File: config.mk
export PLATFORM = sky130hd
export DESIGN_NAME = imm_gen_pipe
export DESIGN_NICKNAME = d
export VERILOG_FILES = /design/src/rtl/imm_gen_pkg.sv /design/src/rtl/imm_decode.sv /design/src/rtl/imm_gen_pipe.sv
export SDC_FILE = /design/constraint.sdc
export NUM_CORES = 1
export LEC_CHECK = 0
export BUFFER_PORTS_ARGS = -buffer_cell sky130_fd_sc_hd__buf_2
export CAP_MARGIN = 20
export CORE_MARGIN = 2
export CORE_UTILIZATION = 49
export CTS_CLUSTER_SIZE = 16
export DETAILED_ROUTE_END_ITERATION = 12
export PLACE_DENSITY = 0.82
export SLEW_MARGIN = 5
export SYNTH_ARGS = -nofsm -noshare
export SYNTH_HDL_FRONTEND = slang
export SYNTH_SLANG_ARGS = --single-unit
File: constraint.sdc
create_clock -name clk -period 2.8 [get_ports clk]
set_input_delay 0.7 -clock clk [delete_from_list [all_inputs] [get_ports clk]]
set_output_delay 0.7 -clock clk [all_outputs]
set_load 0.02 [all_outputs]
File: src/rtl/imm_gen_pkg.sv
// Shared types and constants for the immediate-generation stage.
//   imm_kind_t : format tag carried with every decoded immediate
//   OP_*       : RV32/RV64 major opcodes recognised by the decoder
//   imm_res_t  : full-width (RV64) decode record {imm, kind, illegal, pc};
//                narrower datapaths keep the low XLEN bits of imm/pc.
package imm_gen_pkg;

  localparam int unsigned MAX_XLEN = 64;

  typedef enum logic [2:0] {
    IMM_NONE  = 3'd0,
    IMM_I     = 3'd1,
    IMM_S     = 3'd2,
    IMM_B     = 3'd3,
    IMM_U     = 3'd4,
    IMM_J     = 3'd5,
    IMM_SHAMT = 3'd6,
    IMM_CSR   = 3'd7
  } imm_kind_t;

  localparam logic [6:0] OP_LOAD   = 7'b0000011;
  localparam logic [6:0] OP_JALR   = 7'b1100111;
  localparam logic [6:0] OP_IMM    = 7'b0010011;
  localparam logic [6:0] OP_IMM32  = 7'b0011011;
  localparam logic [6:0] OP_STORE  = 7'b0100011;
  localparam logic [6:0] OP_BRANCH = 7'b1100011;
  localparam logic [6:0] OP_JAL    = 7'b1101111;
  localparam logic [6:0] OP_LUI    = 7'b0110111;
  localparam logic [6:0] OP_AUIPC  = 7'b0010111;
  localparam logic [6:0] OP_SYSTEM = 7'b1110011;
  localparam logic [6:0] OP_R      = 7'b0110011;
  localparam logic [6:0] OP_R32    = 7'b0111011;

  typedef struct packed {
    logic [MAX_XLEN-1:0] imm;
    imm_kind_t           kind;
    logic                illegal;
    logic [MAX_XLEN-1:0] pc;
  } imm_res_t;

endpackage

File: src/rtl/imm_decode.sv
// Pure combinational immediate decoder.
//   inst    : 32-bit instruction word
//   imm     : sign/zero-extended immediate, XLEN bits
//   kind    : format tag (imm_kind_t)
//   illegal : opcode not present in the decode table
module imm_decode
  import imm_gen_pkg::*;
#(
  parameter int unsigned XLEN     = 32,
  parameter bit          EN_RV64  = (XLEN == 64),
  parameter bit          EN_ZICSR = 1'b1
) (
  input  logic [31:0]     inst,
  output logic [XLEN-1:0] imm,
  output imm_kind_t       kind,
  output logic            illegal
);

  logic [6:0] opcode;
  logic [2:0] funct3;

  assign opcode = inst[6:0];
  assign funct3 = inst[14:12];

  always_comb begin
    imm     = '0;
    kind    = IMM_NONE;
    illegal = 1'b0;
    case (opcode)
      OP_LOAD, OP_JALR: begin
        imm  = XLEN'($signed(inst[31:20]));
        kind = IMM_I;
      end
      OP_IMM: begin
        // slli/srli/srai carry a shift amount, not a signed immediate
        if (funct3 == 3'b001 || funct3 == 3'b101) begin
          if (XLEN == 64) imm = XLEN'(inst[25:20]);
          else            imm = XLEN'(inst[24:20]);
          kind = IMM_SHAMT;
        end else begin
          imm  = XLEN'($signed(inst[31:20]));
          kind = IMM_I;
        end
      end
      OP_IMM32: begin
        if (EN_RV64) begin
          imm  = XLEN'(inst[24:20]);
          kind = IMM_SHAMT;
        end else begin
          illegal = 1'b1;
        end
      end
      OP_STORE: begin
        imm  = XLEN'($signed({inst[31:25], inst[11:7]}));
        kind = IMM_S;
      end
      OP_BRANCH: begin
        imm  = XLEN'($signed({inst[31], inst[7], inst[30:25], inst[11:8], 1'b0}));
        kind = IMM_B;
      end
      OP_JAL: begin
        imm  = XLEN'($signed({inst[31], inst[19:12], inst[20], inst[30:21], 1'b0}));
        kind = IMM_J;
      end
      OP_LUI, OP_AUIPC: begin
        imm  = XLEN'($signed({inst[31:12], 12'b0}));
        kind = IMM_U;
      end
      OP_SYSTEM: begin
        // ecall/ebreak/xret (funct3==000) carry no immediate
        if (EN_ZICSR && funct3 != 3'b000) begin
          imm  = XLEN'(inst[19:15]);
          kind = IMM_CSR;
        end
      end
      OP_R, OP_R32: ;
      default: illegal = 1'b1;
    endcase
  end

endmodule

File: src/rtl/imm_gen_pipe.sv
// Registered immediate-generation stage with a 2-entry skid buffer.
//   clk, reset_n          : clock, asynchronous active-low reset
//   flush                 : synchronous discard of all held entries
//   in_valid/in_ready     : input handshake; in_inst, in_pc payload
//   out_valid/out_ready   : output handshake
//   out_imm/out_kind/out_illegal/out_pc : decoded result of one instruction
module imm_gen_pipe
  import imm_gen_pkg::*;
#(
  parameter int unsigned XLEN     = 32,
  parameter bit          EN_RV64  = (XLEN == 64),
  parameter bit          EN_ZICSR = 1'b1
) (
  input  logic            clk,
  input  logic            reset_n,
  input  logic            flush,
  input  logic            in_valid,
  output logic            in_ready,
  input  logic [31:0]     in_inst,
  input  logic [XLEN-1:0] in_pc,
  output logic            out_valid,
  input  logic            out_ready,
  output logic [XLEN-1:0] out_imm,
  output imm_kind_t       out_kind,
  output logic            out_illegal,
  output logic [XLEN-1:0] out_pc
);

  typedef struct packed {
    logic [XLEN-1:0] imm;
    imm_kind_t       kind;
    logic            illegal;
    logic [XLEN-1:0] pc;
  } entry_t;

  typedef enum logic [1:0] {EMPTY, ONE, TWO} skid_state_t;

  skid_state_t     state;
  entry_t          main_q, skid_q, dec;
  logic [XLEN-1:0] dec_imm;
  imm_kind_t       dec_kind;
  logic            dec_illegal;
  logic            in_xfer, out_xfer;

  imm_decode #(
    .XLEN     (XLEN),
    .EN_RV64  (EN_RV64),
    .EN_ZICSR (EN_ZICSR)
  ) u_decode (
    .inst    (in_inst),
    .imm     (dec_imm),
    .kind    (dec_kind),
    .illegal (dec_illegal)
  );

  always_comb begin
    dec         = '0;
    dec.imm     = dec_imm;
    dec.kind    = dec_kind;
    dec.illegal = dec_illegal;
    dec.pc      = in_pc;
  end

  assign in_xfer  = in_valid && in_ready;
  assign out_xfer = out_valid && out_ready;

  // in_ready and out_valid are flops mirroring the state, so neither has a
  // combinational path from the opposite side of the stage.
  always_ff @(posedge clk or negedge reset_n) begin
    if (!reset_n) begin
      state     <= EMPTY;
      main_q    <= '0;
      skid_q    <= '0;
      out_valid <= 1'b0;
      in_ready  <= 1'b1;
    end else if (flush) begin
      state     <= EMPTY;
      out_valid <= 1'b0;
      in_ready  <= 1'b1;
    end else begin
      case (state)
        EMPTY: begin
          if (in_xfer) begin
            main_q    <= dec;
            state     <= ONE;
            out_valid <= 1'b1;
          end
        end
        ONE: begin
          if (in_xfer && !out_xfer) begin
            skid_q   <= dec;
            state    <= TWO;
            in_ready <= 1'b0;
          end else if (!in_xfer && out_xfer) begin
            state     <= EMPTY;
            out_valid <= 1'b0;
          end else if (in_xfer && out_xfer) begin
            main_q <= dec;
          end
        end
        TWO: begin
          if (out_xfer) begin
            main_q   <= skid_q;
            state    <= ONE;
            in_ready <= 1'b1;
          end
        end
        default: begin
          state     <= EMPTY;
          out_valid <= 1'b0;
          in_ready  <= 1'b1;
        end
      endcase
    end
  end

  assign out_imm     = main_q.imm;
  assign out_kind    = main_q.kind;
  assign out_illegal = main_q.illegal;
  assign out_pc      = main_q.pc;

endmodule

* Yosys cells after proc, flatten, opt, wreduce, memory -nomap -nowiden
Cells that the tools add are included.
Storage, ports and cells: flip-flop bits (word level) 140, output and inout bits 70, word-level logic and storage cells 87
Operators by class: reductions and logical operators 19, mux-type cells 28, equal/unequal tests 28, bitwise operators 1
Operator list (count):
- 68-bit 2-to-1 mux | 5
- 32-bit case mux with 7 select lines | 1
- 68-bit case mux with 3 select lines | 1
- 32-bit 2-to-1 mux | 1
- 7-bit by 6-bit equality test with 1-bit output, second input constant | 4
- 7-bit equality test, second input constant | 4
- 3-bit case mux with 7 select lines | 1
- 3-bit != test, second input constant | 5
- 7-bit by 5-bit equality test with 1-bit output, second input constant | 2
- 2-bit != test, second input constant | 7
- 11-bit OR reduction | 1
- 2-bit 2-to-1 mux | 5
- 3-bit AND reduction | 3
- 1-bit 2-to-1 mux | 8
- 7-bit by 2-bit equality test with 1-bit output, second input constant | 1
- 7-bit AND reduction | 1
- 3-bit 2-to-1 mux | 2
- 1-bit case mux with 3 select lines | 2
- 2-bit case mux with 3 select lines | 1
- 3-bit nonzero test | 2
- 1-bit logical AND | 5
- 5-bit 2-to-1 mux | 1
- 4-bit != test, second input constant | 1
- 4-bit AND reduction | 1
- 9 further kinds | 11

* Depth between registers and ports, before layout
depth in word-level cells 8, mapped depth 8, gate-level depth less buffers 5

* Modules after synthesis
A second synthesis with hierarchy kept.
Unflattened totals: cells, all modules 478, area, all modules 6875.3 µm²
By module, submodules not included:
- imm_gen_pipe | area each 6252.2 µm², instances 1, cells an instance 390
- imm_decode | area each 623.1 µm², instances 1, cells an instance 88

* Least setup slack after synthesis
Ideal clock, no wire load.
path kind in2reg, start in in_inst[3], end reg main_q (netlist bit out_imm[10]), arrival 1827 ps, path slack 847 ps, path buffers 2, setup time 126 ps, stages 7, path through buf_6 -> and4bb_1 -> buf_4 -> nand4_2 -> nand3_4 -> nor2b_2 -> a221o_1
On the way: longest elaborated chain between the ends 7, elaborated cells between the ends (all ways) 17, those cells by class eq/ne: 9; mux: 6; reduce/logical: 2
Ends and longest elaborated chain:
- from (decl) | line imm_gen_pipe.sv:19 | input logic [31:0] in_inst,
- 7-bit by 6-bit equality test with 1-bit output, or another cell as far along | line imm_decode.sv:29 | case (opcode)
- 2-bit OR reduction | line imm_decode.sv:29
- 32-bit case mux with 7 select lines (*) | line imm_decode.sv:29
- 68-bit 2-to-1 mux | line imm_gen_pipe.sv:97 | end else if (in_xfer && out_xfer) begin
- 68-bit 2-to-1 mux | line imm_gen_pipe.sv:94 | end else if (!in_xfer && out_xfer) begin
- 68-bit 2-to-1 mux | line imm_gen_pipe.sv:90 | if (in_xfer && !out_xfer) begin
- 68-bit case mux with 3 select lines (*) | line imm_gen_pipe.sv:81 | case (state)
- to (signal assigned) | line imm_gen_pipe.sv:103 | main_q <= skid_q;
- to (decl) | line imm_gen_pipe.sv:39 | entry_t main_q, skid_q, dec;
Every way passes the cells marked *; elsewhere a longest branch is shown, timed or not. The select of a mux whose other input is x is not followed. A chain may end at the register's enable or synchronous reset.

* Worst setup path in the final report
start reg state[0], end reg main_q (netlist bit out_imm[14])
On the way: longest elaborated chain between the ends 3, elaborated cells between the ends (all ways) 11, those cells by class eq/ne: 7; mux: 1; reduce/logical: 3
Ends and longest elaborated chain:
- from (decl) | line imm_gen_pipe.sv:38 | skid_state_t state;
- from (signal assigned) | line imm_gen_pipe.sv:71 | state <= EMPTY;
- from (signal assigned) | line imm_gen_pipe.sv:77 | state <= EMPTY;
- from (signal assigned) | line imm_gen_pipe.sv:85 | state <= ONE;
- 2-bit by 1-bit equality test with 1-bit output, or another cell as far along | line imm_gen_pipe.sv:81
- 2-bit != test (no line) / 3-bit nonzero test (equally long branches)
- 7-bit AND reduction (no line)
Parallel ways exist; a longest one is shown, timed or not.

==> report_table.html <==
<table>
<tr><th>Metric</th><th>Value</th></tr>
<tr><th colspan="2">Final layout</th></tr>
<tr><td>Syn-to-layout area delta</td><td>21.78%</td></tr>
<tr><td>Most common library cell in the layout ignoring fill and taps</td><td>nand2_1</td></tr>
<tr><td>Nets</td><td>just over 900</td></tr>
<tr><td>Antenna diode instance count</td><td>0</td></tr>
<tr><td>Commonest non-fill, non-tap cells in the layout</td><td>219 x nand2_1, 139 x dfrtp_1, 137 x buf_2</td></tr>
<tr><td>Share of cells above drive strength 1</td><td>25.18%</td></tr>
<tr><th colspan="2">Clocking</th></tr>
<tr><td>Number of hold-repair buffers added at the cts stage</td><td>0</td></tr>
<tr><td>Clock sink total</td><td>between 100 and 150</td></tr>
<tr><td>Maximum number of buffers from clock root to sink</td><td>2</td></tr>
<tr><td>TritonCTS clock tree</td><td>yes</td></tr>
<tr><td>Setup Fix Bufs, Post-CTS</td><td>0</td></tr>
<tr><td>Post-CTS sizing</td><td>0</td></tr>
<tr><td>Clock latency reported for the late side of the worst-skew pair</td><td>0.42 ns</td></tr>
<tr><td>Number of CTS-inserted buffers</td><td>17</td></tr>
<tr><td>Clock slew seen by the registers of the worst setup and hold paths</td><td>~0.060 ns</td></tr>
<tr><td>Htree depth</td><td>4</td></tr>
<tr><td>Root Driver</td><td>clkbuf_16</td></tr>
<tr><th colspan="2">Routing</th></tr>
<tr><td>Number of violations reported at the end of detailed-routing iteration 0</td><td>494</td></tr>
<tr><td>Wirelength per Cell</td><td>around 16 um</td></tr>
<tr><td>Detailed-route via count</td><td>approximately 5600</td></tr>
<tr><td>Post-route antenna net violation count</td><td>0</td></tr>
<tr><td>First-pass iteration count of the detailed router</td><td>5</td></tr>
<tr><td>Number of remaining DRC errors</td><td>0</td></tr>
<tr><td>Total wire length</td><td>between 15000 and 20000 um</td></tr>
<tr><td>Via count normalized by instance count</td><td>5.414</td></tr>
<tr><th colspan="2">Place</th></tr>
<tr><td>Post-placement setup slack</td><td>about 0.27 ns</td></tr>
<tr><td>RD Place Congestion</td><td>approximately 0.87</td></tr>
<tr><td>Number of buffer cells added on primary ports</td><td>138</td></tr>
<tr><td>DP Wirelength</td><td>11160 um</td></tr>
<tr><th colspan="2">Setup path</th></tr>
<tr><td>Worst reg2reg path endpoint</td><td>out_imm[14]</td></tr>
<tr><td>Endpoint class of the critical path</td><td>flop</td></tr>
<tr><td>Worst setup path endpoint</td><td>out_imm[14]</td></tr>
<tr><td>Startpoint class of the critical path</td><td>flop</td></tr>
<tr><td>Required time of the critical path</td><td>~3.1 ns</td></tr>
<tr><td>Worst reg-to-reg setup slack</td><td>around 0.53 ns</td></tr>
<tr><td>Reg2reg start</td><td>state[0]</td></tr>
<tr><td>Worst path arrival time</td><td>approximately 2.6 ns</td></tr>
<tr><td>Logic depth of the worst register-to-register path</td><td>4</td></tr>
<tr><td>Classification of the worst setup path</td><td>reg -&gt; reg</td></tr>
<tr><td>Startpoint of the most critical setup path</td><td>state[0]</td></tr>
<tr><td>Maximum fanout along the worst path</td><td>20</td></tr>
<tr><th colspan="2">Global route</th></tr>
<tr><td>Fraction of met1 tracks used by global routing</td><td>approximately 33%</td></tr>
<tr><td>Met3 routing resource usage after global routing</td><td>5.125%</td></tr>
<tr><td>Overall overflow remaining after global route</td><td>0</td></tr>
<tr><td>Wire length of the first global-routing pass</td><td>around 27000 um</td></tr>
<tr><td>GRT Resource Usage Total</td><td>around a quarter</td></tr>
<tr><td>Routing layer with the top usage in global route</td><td>met2</td></tr>
<tr><td>Initial antenna violation count</td><td>0</td></tr>
<tr><td>Number of global-route vias before repair</td><td>5411</td></tr>
<tr><td>Pin count of the biggest net entering global routing</td><td>between 70 and 80</td></tr>
<tr><td>Met2 capacity usage during global routing</td><td>39.12%</td></tr>
<tr><th colspan="2">Logic synthesis</th></tr>
<tr><td>Syn Inst Count</td><td>slightly above 700</td></tr>
<tr><td>Share of synthesized flip-flops with an asynchronous set or reset</td><td>100.0%</td></tr>
<tr><td>Number of distinct library cell variants in the gate-level netlist after synthesis</td><td>56</td></tr>
<tr><td>Cell area after synthesis</td><td>between 6000 and 7000 um2</td></tr>
<tr><td>Post-synthesis area per instance</td><td>around 9 um2</td></tr>
<tr><td>Main flop type after synthesis</td><td>dfrtp_1</td></tr>
<tr><td>Sequential area share after synthesis</td><td>roughly 54%</td></tr>
<tr><td>Number of register bits inferred by synthesis</td><td>140</td></tr>
<tr><td>Total nets after synthesis</td><td>between 700 and 800</td></tr>
<tr><td>Number of enable-type register cells in the synthesized netlist</td><td>0</td></tr>
<tr><td>Total of warnings raised by yosys</td><td>0</td></tr>
<tr><th colspan="2">Pwr</th></tr>
<tr><td>Power, Total</td><td>approximately 7.4 mW</td></tr>
<tr><td>Pwr dens</td><td>937.5 nW/um2</td></tr>
<tr><td>Maximum resistive drop on vdd</td><td>a little over 400 uV</td></tr>
<tr><td>Leakage power</td><td>3.758 nW</td></tr>
<tr><th colspan="2">Timing</th></tr>
<tr><td>Setup repair after global routing missed its margin</td><td>false</td></tr>
<tr><td>Rel. slew slack</td><td>about a quarter</td></tr>
<tr><td>Final setup violating endpoints</td><td>0</td></tr>
<tr><td>Clock skew after layout</td><td>roughly 0.0089 ns</td></tr>
<tr><td>Total Neg Setup Slack</td><td>0 ns</td></tr>
<tr><td>Post-route setup slack</td><td>0.5262 ns</td></tr>
<tr><td>Count of endpoints failing hold in the final timing report</td><td>0</td></tr>
<tr><td>Maximum clock rate</td><td>around 440 MHz</td></tr>
<tr><td>Number of pins exceeding their max-slew limit in the final report</td><td>0</td></tr>
<tr><td>Pin slew with the least headroom to its limit</td><td>1.115 ns</td></tr>
<tr><td>Final min period</td><td>2.274 ns</td></tr>
<tr><td>Worst hold margin</td><td>0.2785 ns</td></tr>
<tr><td>Ratio of final minimum period to clock period</td><td>just over 80%</td></tr>
<tr><th colspan="2">Floorplanning</th></tr>
<tr><td>Core Rows</td><td>42</td></tr>
<tr><td>Area of the core region</td><td>13090 um2</td></tr>
<tr><td>Full die area</td><td>~14000 um2</td></tr>
<tr><td>Vertical die dimension</td><td>roughly 120 um</td></tr>
<tr><td>Width of the die</td><td>approximately 120 um</td></tr>
<tr><td>Number of top-level pins</td><td>roughly 140</td></tr>
<tr><td>Starting Density</td><td>49.53%</td></tr>
<tr><th colspan="2">Hold path</th></tr>
<tr><td>Worst hold path class</td><td>in -&gt; async</td></tr>
<tr><th colspan="2">Outcome</th></tr>
<tr><td>Outcome</td><td>finished, final reports clean</td></tr>
<tr><th colspan="2">Job</th></tr>
<tr><td>Number of max-cap violations</td><td>0</td></tr>
</table>
## layout make-up
type | instances | area, um2
Sequential cell | 140 | 3505
Clock inverter | 9 | 111.4
Timing Repair Buffer | 155 | 887.1
Clock buffer | 23 | 488.0
Inverter | 2 | 7.507
Multi-Input combinational cell | 525 | 2674
Fill cell | 1088 | 5192
Tap cell | 176 | 220.2
## routing by layer
metal  vias to the layer above  wire (um)
met5                         -          0
met1                      2674       7509
met3                        19        780
li1                       2708          -
met2                       175       8080
met4                         0        212
## flip-flops by register name, summed over array words and instances (netlist names)
signal       count
out_illegal      1
out_valid        1
in_ready         1
out_imm         32
state            2
out_kind         3
out_pc          32
skid_q          68
## worst max-delay path: stages, from the launching register on
cell      delay, ns
dfrtp_1        0.54
nand2b_4       0.34
nor3_1         0.94
a22oi_1        0.21
o21ai_0        0.15
## cells by family after synthesis
kind of cell           after synthesis  synth area share [%]
flip-flops                         140                 54.07
AO/OA/AOI/OAI                      161                 16.76
buffers and inverters               55                 4.884
XOR/XNOR                             1                0.1352
AND/OR/NAND/NOR                    363                 24.15
## synthesized netlist by cell type, drive strengths merged (4+ instances only)
| master | count | share of area (%) |
|---|---|---|
| o22ai | 8 | 0.77 |
| a221o | 6 | 0.93 |
| buf | 32 | 3.5 |
| a32oi | 5 | 0.68 |
| nor2 | 80 | 4.7 |
| a21oi | 27 | 2.1 |
| dfrtp | 139 | 54 |
| a22oi | 11 | 1.3 |
| nor3 | 17 | 1.4 |
| o211ai | 4 | 0.46 |
| o21ai | 35 | 2.8 |
| and3 | 10 | 0.97 |
| nor2b | 6 | 0.62 |
| a31oi | 44 | 4.2 |
| nand3 | 14 | 1.4 |
| clkbuf | 21 | 1.2 |
| a211oi | 13 | 2.5 |
| nand2 | 219 | 13 |
## per-stage QoR
stage,utilization (%),cells,cell area (um2)
global placement,55.74,998,7293
CTS,60.32,1030,7893
global route,60.32,1030,7893
finish,60.32,1030,7893
detailed placement,55.74,998,7293
floorplan,-,720,6481
## power by group
group	switching (mW)	internal, mW	leakage [nW]
clock network	0.854	1.41	0.289
logic	1.28	0.748	1.73
registers	0.407	2.71	1.74
total	2.54	4.86	3.76
## worst min-delay path by stage
| stage | start | to | cells past startpoint |
|---|---|---|---|
| 2_1_floorplan | reset_n | out_illegal | 0 |
| 3_3_place_gp | skid_q[45] | skid_q[45] | 2 |
| 3_5_place_dp | skid_q[44] | skid_q[44] | 2 |
| 4_1_cts | reset_n | skid_q[50] | 1 |
| 5_1_grt | reset_n | skid_q[50] | 1 |
| 6_report | reset_n | skid_q[50] | 1 |
(Power assumes the default switching activity.)
